`config.mk`:
```
export PLATFORM = sky130hd
export DESIGN_NAME = gcd_lcm_multi
export DESIGN_NICKNAME = d
export VERILOG_FILES = /design/src/rtl/gcd_lcm_pkg.sv /design/src/rtl/gcd_core.sv /design/src/rtl/gcd_lcm_multi.sv
export SDC_FILE = /design/constraint.sdc
export NUM_CORES = 1
export LEC_CHECK = 0
export ABC_AREA = 1
export CAP_MARGIN = 20
export CORE_ASPECT_RATIO = 2
export CORE_MARGIN = 5
export CORE_UTILIZATION = 45
export CTS_CLUSTER_SIZE = 24
export DETAILED_ROUTE_END_ITERATION = 10
export GPL_TIMING_DRIVEN = 0
export PLACE_DENSITY = 0.67
export SYNTH_ARGS = -nofsm -noshare
export SYNTH_HDL_FRONTEND = slang
export SYNTH_SLANG_ARGS = --single-unit
export TNS_END_PERCENT = 100
```
`constraint.sdc`:
```
create_clock -name clk -period 3.4 [get_ports clk]
set_clock_uncertainty 0.15 [all_clocks]
set_input_delay 0.34 -clock clk [delete_from_list [all_inputs] [get_ports clk]]
set_output_delay 0.34 -clock clk [all_outputs]
set_load 0.01 [all_outputs]
```
`src/rtl/gcd_lcm_pkg.sv`:
```
// Shared types and width helpers for the multi-operand GCD/LCM engine.
// Optional LCM datapath is enabled with GCD_LCM_MULTI_LCM_EN.
package gcd_lcm_pkg;

  typedef enum logic [2:0] {
    IDLE  = 3'd0,
    LOAD  = 3'd1,
    GCD_G = 3'd2,
    GCD_L = 3'd3,
    DIV   = 3'd4,
    MUL   = 3'd5,
    CHECK = 3'd6,
    DONE  = 3'd7
  } state_t;

  typedef enum logic {
    C_IDLE = 1'b0,
    C_RUN  = 1'b1
  } core_state_t;

  // Bits needed to hold any value in 0..n.
  function automatic int bits_for(input int n);
    return (n < 1) ? 1 : $clog2(n + 1);
  endfunction

endpackage

```
`src/rtl/gcd_core.sv`:
```
// Stein binary GCD: one reduction step per cycle, start/done handshake.
// done is combinational so the caller can chain a new start in the same cycle.
module gcd_core
  import gcd_lcm_pkg::*;
#(
  parameter int W = 8
) (
  input  logic         clk,
  input  logic         rst_n,
  input  logic         start,
  input  logic [W-1:0] a,
  input  logic [W-1:0] b,
  output logic         done,
  output logic [W-1:0] result
);

  localparam int KW = bits_for(W);

  core_state_t  r_state;
  core_state_t  w_next;
  logic [W-1:0] r_a;
  logic [W-1:0] r_b;
  logic [KW-1:0] r_k;
  logic         w_fin;
  logic         w_load;

  // Finished once either operand is zero; the other one (times 2^k) is the GCD.
  assign w_fin  = (r_state == C_RUN) && ((r_a == '0) || (r_b == '0));
  assign w_load = start && ((r_state == C_IDLE) || w_fin);
  assign done   = w_fin;
  assign result = (r_a | r_b) << r_k;

  always_comb begin
    w_next = r_state;
    case (r_state)
      C_IDLE:  if (start) w_next = C_RUN;
      C_RUN:   if (w_fin && !start) w_next = C_IDLE;
      default: w_next = C_IDLE;
    endcase
  end

  always_ff @(posedge clk or negedge rst_n) begin
    if (!rst_n) begin
      r_state <= C_IDLE;
    end else begin
      r_state <= w_next;
    end
  end

  always_ff @(posedge clk or negedge rst_n) begin
    if (!rst_n) begin
      r_a <= '0;
      r_b <= '0;
      r_k <= '0;
    end else if (w_load) begin
      r_a <= a;
      r_b <= b;
      r_k <= '0;
    end else if ((r_state == C_RUN) && !w_fin) begin
      if (!r_a[0] && !r_b[0]) begin
        r_a <= r_a >> 1;
        r_b <= r_b >> 1;
        r_k <= r_k + KW'(1);
      end else if (!r_a[0]) begin
        r_a <= r_a >> 1;
      end else if (!r_b[0]) begin
        r_b <= r_b >> 1;
      end else if (r_a >= r_b) begin
        // Difference of two odd values is even, so halve it in the same step.
        r_a <= (r_a - r_b) >> 1;
      end else begin
        r_b <= (r_b - r_a) >> 1;
      end
    end
  end

endmodule

```
`src/rtl/gcd_lcm_multi.sv`:
```
// Multi-operand running GCD/LCM engine around one shared Stein GCD core.
// Define GCD_LCM_MULTI_LCM_EN to build the LCM path (GCD_L, DIV, MUL); otherwise lcm/ovf read 0.
module gcd_lcm_multi
  import gcd_lcm_pkg::*;
#(
  parameter int SIZE    = 8,
  parameter int NUM_OPS = 4,
  parameter int LCM_W   = 2*SIZE+1
) (
  input  logic             clk,
  input  logic             rst_n,
  input  logic             start,
  input  logic             in_valid,
  output logic             in_ready,
  input  logic [SIZE-1:0]  data_in,
  input  logic             in_last,
  output logic             busy,
  output logic             done,
  output logic [SIZE-1:0]  gcd,
  output logic [LCM_W-1:0] lcm,
  output logic             ovf
);

  localparam int CNT_W = bits_for(NUM_OPS);
`ifdef GCD_LCM_MULTI_LCM_EN
  localparam int CORE_W = LCM_W;
  localparam int DIV_W  = bits_for(LCM_W);
`else
  localparam int CORE_W = SIZE;
`endif

  state_t            r_state;
  state_t            w_next;
  logic [CNT_W-1:0]  r_cnt;
  logic              r_last;
  logic [SIZE-1:0]   r_g;
  logic              w_accept;
  logic              w_first;
  logic              w_close;
  logic              w_core_start;
  logic              w_core_done;
  logic [CORE_W-1:0] w_core_a;
  logic [CORE_W-1:0] w_core_b;
  logic [CORE_W-1:0] w_core_res;

  // Operand stream: a transfer happens on a rising edge where in_valid && in_ready;
  // in_ready depends only on state, data_in/in_last must be stable while in_valid is high.
  assign w_accept = in_valid && in_ready;
  assign w_first  = (r_cnt == '0);
  assign w_close  = r_last || (r_cnt == CNT_W'(NUM_OPS));

  assign in_ready = (r_state == LOAD);
  assign busy     = (r_state != IDLE) && (r_state != DONE);
  assign done     = (r_state == DONE);
  assign gcd      = r_g;

`ifdef GCD_LCM_MULTI_LCM_EN
  logic [SIZE-1:0]       r_x;
  logic [LCM_W-1:0]      r_l;
  logic [LCM_W-1:0]      r_d;
  logic [LCM_W-1:0]      r_quo;
  logic [LCM_W-1:0]      r_rem;
  logic [DIV_W-1:0]      r_div_cnt;
  logic                  r_ovf;
  logic                  w_lcm_skip;
  logic                  w_div_ge;
  logic [LCM_W:0]        w_rem_sh;
  logic [LCM_W+SIZE-1:0] w_prod;

  // A zero or saturated LCM can never change again, so its path is bypassed.
  assign w_lcm_skip = (r_l == '0) || r_ovf || (r_x == '0);
  assign w_rem_sh   = {r_rem, r_quo[LCM_W-1]};
  assign w_div_ge   = (w_rem_sh >= {1'b0, r_d});
  assign w_prod     = (LCM_W+SIZE)'(r_quo) * (LCM_W+SIZE)'(r_x);
  assign lcm        = r_l;
  assign ovf        = r_ovf;
`else
  assign lcm = '0;
  assign ovf = 1'b0;
`endif

  gcd_core #(
    .W(CORE_W)
  ) u_core (
    .clk    (clk),
    .rst_n  (rst_n),
    .start  (w_core_start),
    .a      (w_core_a),
    .b      (w_core_b),
    .done   (w_core_done),
    .result (w_core_res)
  );

  always_comb begin
    w_next       = r_state;
    w_core_start = 1'b0;
    w_core_a     = CORE_W'(r_g);
    w_core_b     = CORE_W'(data_in);
    case (r_state)
      IDLE: if (start) w_next = LOAD;
      LOAD: begin
        if (w_accept) begin
          if (w_first) begin
            w_next = CHECK;
          end else begin
            w_core_start = 1'b1;
            w_next       = GCD_G;
          end
        end
      end
      GCD_G: begin
        if (w_core_done) begin
`ifdef GCD_LCM_MULTI_LCM_EN
          if (w_lcm_skip) begin
            w_next = CHECK;
          end else begin
            w_core_start = 1'b1;
            w_core_a     = r_l;
            w_core_b     = CORE_W'(r_x);
            w_next       = GCD_L;
          end
`else
          w_next = CHECK;
`endif
        end
      end
`ifdef GCD_LCM_MULTI_LCM_EN
      GCD_L: if (w_core_done) w_next = DIV;
      DIV:   if (r_div_cnt == DIV_W'(LCM_W-1)) w_next = MUL;
      MUL:   w_next = CHECK;
`endif
      CHECK:   w_next = w_close ? DONE : LOAD;
      DONE:    w_next = IDLE;
      default: w_next = IDLE;
    endcase
  end

  always_ff @(posedge clk or negedge rst_n) begin
    if (!rst_n) begin
      r_state <= IDLE;
      r_cnt   <= '0;
      r_last  <= 1'b0;
      r_g     <= '0;
    end else begin
      r_state <= w_next;
      case (r_state)
        IDLE: begin
          if (start) begin
            r_cnt  <= '0;
            r_last <= 1'b0;
            r_g    <= '0;
          end
        end
        LOAD: begin
          if (w_accept) begin
            r_cnt  <= r_cnt + CNT_W'(1);
            r_last <= in_last;
            if (w_first) r_g <= data_in;
          end
        end
        GCD_G: if (w_core_done) r_g <= w_core_res[SIZE-1:0];
        default: ;
      endcase
    end
  end

`ifdef GCD_LCM_MULTI_LCM_EN
  always_ff @(posedge clk or negedge rst_n) begin
    if (!rst_n) begin
      r_x       <= '0;
      r_l       <= '0;
      r_d       <= '0;
      r_quo     <= '0;
      r_rem     <= '0;
      r_div_cnt <= '0;
      r_ovf     <= 1'b0;
    end else begin
      case (r_state)
        IDLE: begin
          if (start) begin
            r_l   <= '0;
            r_ovf <= 1'b0;
          end
        end
        LOAD: begin
          if (w_accept) begin
            r_x <= data_in;
            if (w_first) r_l <= LCM_W'(data_in);
          end
        end
        GCD_G: if (w_core_done && (r_x == '0)) r_l <= '0;
        GCD_L: begin
          if (w_core_done) begin
            r_d       <= w_core_res;
            r_quo     <= r_l;
            r_rem     <= '0;
            r_div_cnt <= '0;
          end
        end
        DIV: begin
          // Restoring division, one quotient bit per cycle, dividend shifted out of r_quo.
          r_quo     <= {r_quo[LCM_W-2:0], w_div_ge};
          r_rem     <= w_div_ge ? LCM_W'(w_rem_sh - {1'b0, r_d}) : LCM_W'(w_rem_sh);
          r_div_cnt <= r_div_cnt + DIV_W'(1);
        end
        MUL: begin
          if (w_prod[LCM_W+SIZE-1:LCM_W] != '0) begin
            r_ovf <= 1'b1;
            r_l   <= '1;
          end else begin
            r_l <= w_prod[LCM_W-1:0];
          end
        end
        default: ;
      endcase
    end
  end
`endif

endmodule

```
Yosys cells after proc, flatten, opt, wreduce, memory -nomap -nowiden --
Index checks and enable logic that the tools add are counted.
Operators by class: $add $sub $neg 4, multiply operators 0, div/mod/pow operators 0, order comparisons 1, equal/unequal tests 13, shifts and indexed selects 1, mux-type cells 38, bitwise operators 2, reduce and logical (&&, ||, !) cells 31
Operators with widths (number):
- $mux 8 | 16
- $pmux 8 s3 | 1
- $mux 3 | 7
- $logic_not 8->1 | 2
- $sub 8x8->8 | 2
- $mux 4 | 3
- $ne 4x4->1 const B | 3
- $pmux 3 s4 | 1
- $reduce_and 3->1 | 4
- $eq 3x3->1 const B | 3
- $reduce_bool 3->1 | 3
- $ge 8x8->1 | 1
- $or 8x8->8 | 1
- $shl 8x4->8 | 1
- $logic_and 1x1->1 | 7
- $mux 1 | 7
- $logic_not 3->1 | 2
- $ne 2x1->1 const B | 3
- $pmux 3 s2 | 1
- $reduce_bool 2->1 | 3
- $reduce_and 5->1 | 1
- $add 4x1->4 const B | 1
- $logic_not 1->1 | 4
- $pmux 1 s2 | 2
- 8 further kinds | 11
Word-level totals: register bits after elaboration 36, bits in latches 0, RAM bits 0, memory bits (read-only) 0, input port bits 13, output and inout port bits 29, word-level logic and storage cells 100, memories 0

Longest topological paths before layout --
depth in word-level cells 8, depth in mapped cells 16, gate-level depth less buffers 16

By module --
From an unflattened synthesis, not the netlist that was laid out.
Second synthesis, totals: cell total of the unflattened synthesis 523, area total of the unflattened synthesis 3477.1 µm²
Modules (own cells, without submodules):
- gcd_core | times used 1, cells an instance 384, area each 2418.6 µm², sequential area each 525.5 µm²
- gcd_lcm_multi | times used 1, cells an instance 139, area each 1058.5 µm², sequential area each 375.4 µm²

Least setup slack after synthesis --
Ideal clock, no wire load.
kind reg2reg, start point register u_core.r_b[0], end point register u_core.r_b[1], setup time 0.120 ns, data arrival time 1.951 ns, data required time 3.130 ns, path slack 1.179 ns, cell stages (with the launch flop) 15, buffers on the path 0, clock period less this slack 2.221 ns, path through dfrtp_1 ha_1 fa_1 inv_1 nand2_1 nand2_1 nand2_1 nand2_1 nand2_1 nand2_2 nand2_1 nor2_4 nor2_4 nand2_1 nand2_1
Between the ends: longest elaborated chain between the ends 7, elaborated cells between the ends (all ways) 21, classes of those cells add/sub: 1; order compare: 1; eq/ne: 1; mux: 6; reduce/logical: 12
Ends and longest elaborated chain:
- start, declared | RTL line gcd_core.sv:22 | logic [W-1:0] r_b;
- start signal, assigned | RTL line gcd_core.sv:62 | r_b <= r_b >> 1;
- start signal, assigned | RTL line gcd_core.sv:67 | r_b <= r_b >> 1;
- start signal, assigned | RTL line gcd_core.sv:72 | r_b <= (r_b - r_a) >> 1;
- $sub 8x8->8 / $logic_not 8->1 (equally long branches) | RTL line gcd_core.sv:72, gcd_core.sv:28
- $mux 8 / $logic_or 1x1->1 (equally long branches) | RTL line gcd_core.sv:68, gcd_core.sv:28
- $mux 8 / $logic_and 1x1->1 (equally long branches) | RTL line gcd_core.sv:66, gcd_core.sv:28
- $mux 8, or another cell as far along | RTL line gcd_core.sv:64 | end else if (!r_a[0]) begin
- $mux 8, or another cell as far along | RTL line gcd_core.sv:60 | if (!r_a[0] && !r_b[0]) begin
- $mux 8, or another cell as far along | RTL line gcd_core.sv:59 | end else if ((r_state == C_RUN) && !w_fin) begin
- $mux 8 / $reduce_and 3->1 (equally long branches)
Parallel ways exist; a longest one is shown, timed or not. The select of a mux whose other input is x is not followed. A chain may end at the register's enable or synchronous reset.

Worst setup path after layout --
start point register r_state[2], end point output port in_ready
Between the ends: longest elaborated chain between the ends 1
Ends and longest elaborated chain:
- start, declared | RTL line gcd_lcm_multi.sv:32 | state_t r_state;
- start signal, assigned | RTL line gcd_lcm_multi.sv:145 | r_state <= w_next;
- $eq 3x1->1 | RTL line gcd_lcm_multi.sv:52 | assign in_ready = (r_state == LOAD);
- end, declared | RTL line gcd_lcm_multi.sv:14 | output logic in_ready,
No other way between the ends.

==> reports/metrics.cfg <==
[run_status]
status=finished, final reports clean

[worst_setup_path]
end_kind=output port
slowest_stage=clkdlybuf4s50_1
arrival_ns=2.14
max_stage_delay_ns=0.64
worstPathMaxFanout=10
cp-start-kind=flop
crit_buf_inv=3
path_class=reg2out
crit_chain=nor2_2, inv_2, nor2_4, buf_1, clkdlybuf4s50_1
reg2regPathDepth=14
worstPathRequired_ns=2.91
cp_top_family=buffers and inverters
cp.depth=5

[final_layout]
filler_cell_count=736
mostFrequentLayoutCells=145 x nand2_1, 58 x inv_1, 54 x nor2_1
final_common_cell=nand2_1
drive_gt1_frac=0.1107
nNetsFinal=582
diodes=0
syn_to_final_growth_pct=17.18

[yosys]
synth_edf_count=0
yosysWarnings=0
yosysTopAreaCellShare=0.2725
synth-seq-cells=36
postSynthCellCount=494
syn_area_per_cell_um2=6.692
synth_top_area_cell=dfrtp_1
ys_top_cells_by_area=dfrtp_1 27%, nand2_1 16%, ha_1 9.8%, inv_1 6.6%, nor2_1 6.1%
synth.cell_area_mm2=0.003306
synth.distinct_cells=39
synth_ff_type=dfrtp_1
synth-async-reset-ratio=1.000
yosysSeqAreaShare=0.2725

[routing]
first_pass_iters=4
wl_per_cell_um=15.90
viasPerCell=5.158
vias=3270
ant_nets=0
routed_wl_um=10080
drc=0
drt_iter0_markers=153

[floorplan]
die_w_um=70.61
start_util=0.4584
ioPinCount=42
core_mm2=0.007212
num_rows=44
dieHeight_um=131.2
die-area_mm2=0.009264

[timing]
relSlewSlack=0.4402
fmaxAchievable_mhz=380.8
setup_viol=0
rsz0062_at_grt=no
period_share=0.7724
finalMaxSlewViolations=0
fin_ws_ns=0.7737
min_period_ns=2.626
setup_tns_ns=0
tightest_slew_ns=0.8397
hold_violations=0

[clock_network]
htree_levels=2
cts-resized-gates=0
clk_pin_slew_ns=0.06
clock-sinks=36
cts_root_buf=clkbuf_16
cts_setup_buffers=0
cts_buffer_depth=2
hold_buffers=0
cts_made_buffers=5
clock_latency_ns=0.29
cts_tree=built

[power_and_ir_drop]
powerDensity_mw_per_mm2=857.5
p_leak_uw=0.001975
peakVddDrop_mv=0.4930

[placed_design]
dp_slack_ns=0.8445
hpwl_um=8333
place_congestion=1.021
io_buffer_count=23

[hold_path]
holdCritPathClass=in2async

[global_routing]
grt_pass1_wl_um=15950
grt_max_degree=37
grtUsageTotal=0.2222
antenna_found_initial=0
overflow=0
grt_pass1_vias=3278

[run]
max-cap-violations=0

## metal layers
layer / up-vias / global-route usage / wire length [um]
met1: 1475 / 0.1922 / 3167
met5: - / 0 / 0
met4: 0 / 0.1987 / 981
met3: 50 / 0.02752 / 376
li1: 1631 / - / -
met2: 114 / 0.4201 / 5557
## area by class of cell
| class | count | area [um2] | share of cell area |
|---|---|---|---|
| clock inverter | 2 | 35.03 | 0.009044 |
| inverter | 63 | 236.5 | 0.06105 |
| tap | 92 | 115.1 | 0.02972 |
| clock buffer | 6 | 128.9 | 0.03327 |
| sequential | 36 | 900.9 | 0.2326 |
| buffer | 24 | 170.2 | 0.04393 |
| multi-input combinational | 388 | 2062 | 0.5323 |
| timing repair buffer | 23 | 225.2 | 0.05814 |
## through the flow
step           cells  hold WS [ns]    util  cell area [um2]  total power (uW)
4_1_cts          634       0.03203  0.5371             3874              3321
2_1_floorplan    511       -0.1056       -             3369              2140
3_3_place_gp     626        0.3492  0.5151             3715              2753
3_5_place_dp     626        0.3374  0.5144             3710              2765
6_report         634      0.005337  0.5371             3874              3322
5_1_grt          634       0.07140  0.5371             3874              3592
## report_power, final
part / switching [uW] / total [uW] / internal [uW]
Sequential: 148 / 719 / 571
Combinational: 1350 / 2080 / 726
Clock: 182 / 526 / 345
## logic make-up after synthesis
logic type	share of synthesized area
AO/OA/AOI/OAI	0.1393
XOR/XNOR	0.01060
adder cells (fa/ha/maj)	0.1105
buffers and inverters	0.1230
flip-flops	0.2725
other	0.001134
AND/OR/NAND/NOR	0.3429
## final timing paths
path / from / end / slack [ns]
worst min register to register: gcd[5]$_DFFE_PN0P_ / gcd[5]$_DFFE_PN0P_ / 0.36
max in group asynchronous: rst_n / u_core.r_a[3]$_DFFE_PN0P_ / 2.56
worst min-delay path: rst_n / u_core.r_k[0]$_DFFE_PN0P_ / 0.005
min in group clk: gcd[5]$_DFFE_PN0P_ / gcd[5]$_DFFE_PN0P_ / 0.36
worst max register to register: u_core.r_b[0]$_DFFE_PN0P_ / u_core.r_b[4]$_DFFE_PN0P_ / 0.83
worst max-delay path: r_state[2]$_DFFE_PN0P_ / in_ready / 0.77
## Yosys cell counts, drive strengths merged, types with 4 or more instances
master    n
nand2   152
inv      63
nor2     61
o21ai    44
dfrtp    36
nand3    29
ha       26
buf      22
a21oi    20
nand4     5
o211ai    5
or2       5
and3      4
xor2      4
## worst reg2reg max path, delay by kind of cell (launching register included)
kind | cells | cell delay [ns]
fa+ha+maj | 2 | 0.67
buf+inv | 1 | 0.06
flops | 1 | 0.48
simple gates | 11 | 1.09
## flip-flops by register name (all words and copies together), names as in the netlist
name / count
r_state: 3
u_core.r_k: 4
u_core.r_a: 8
gcd: 8
u_core.r_state: 1
u_core.r_b: 8
r_cnt: 3
r_last: 1
No activity file was read; power rests on OpenSTA's default activity.
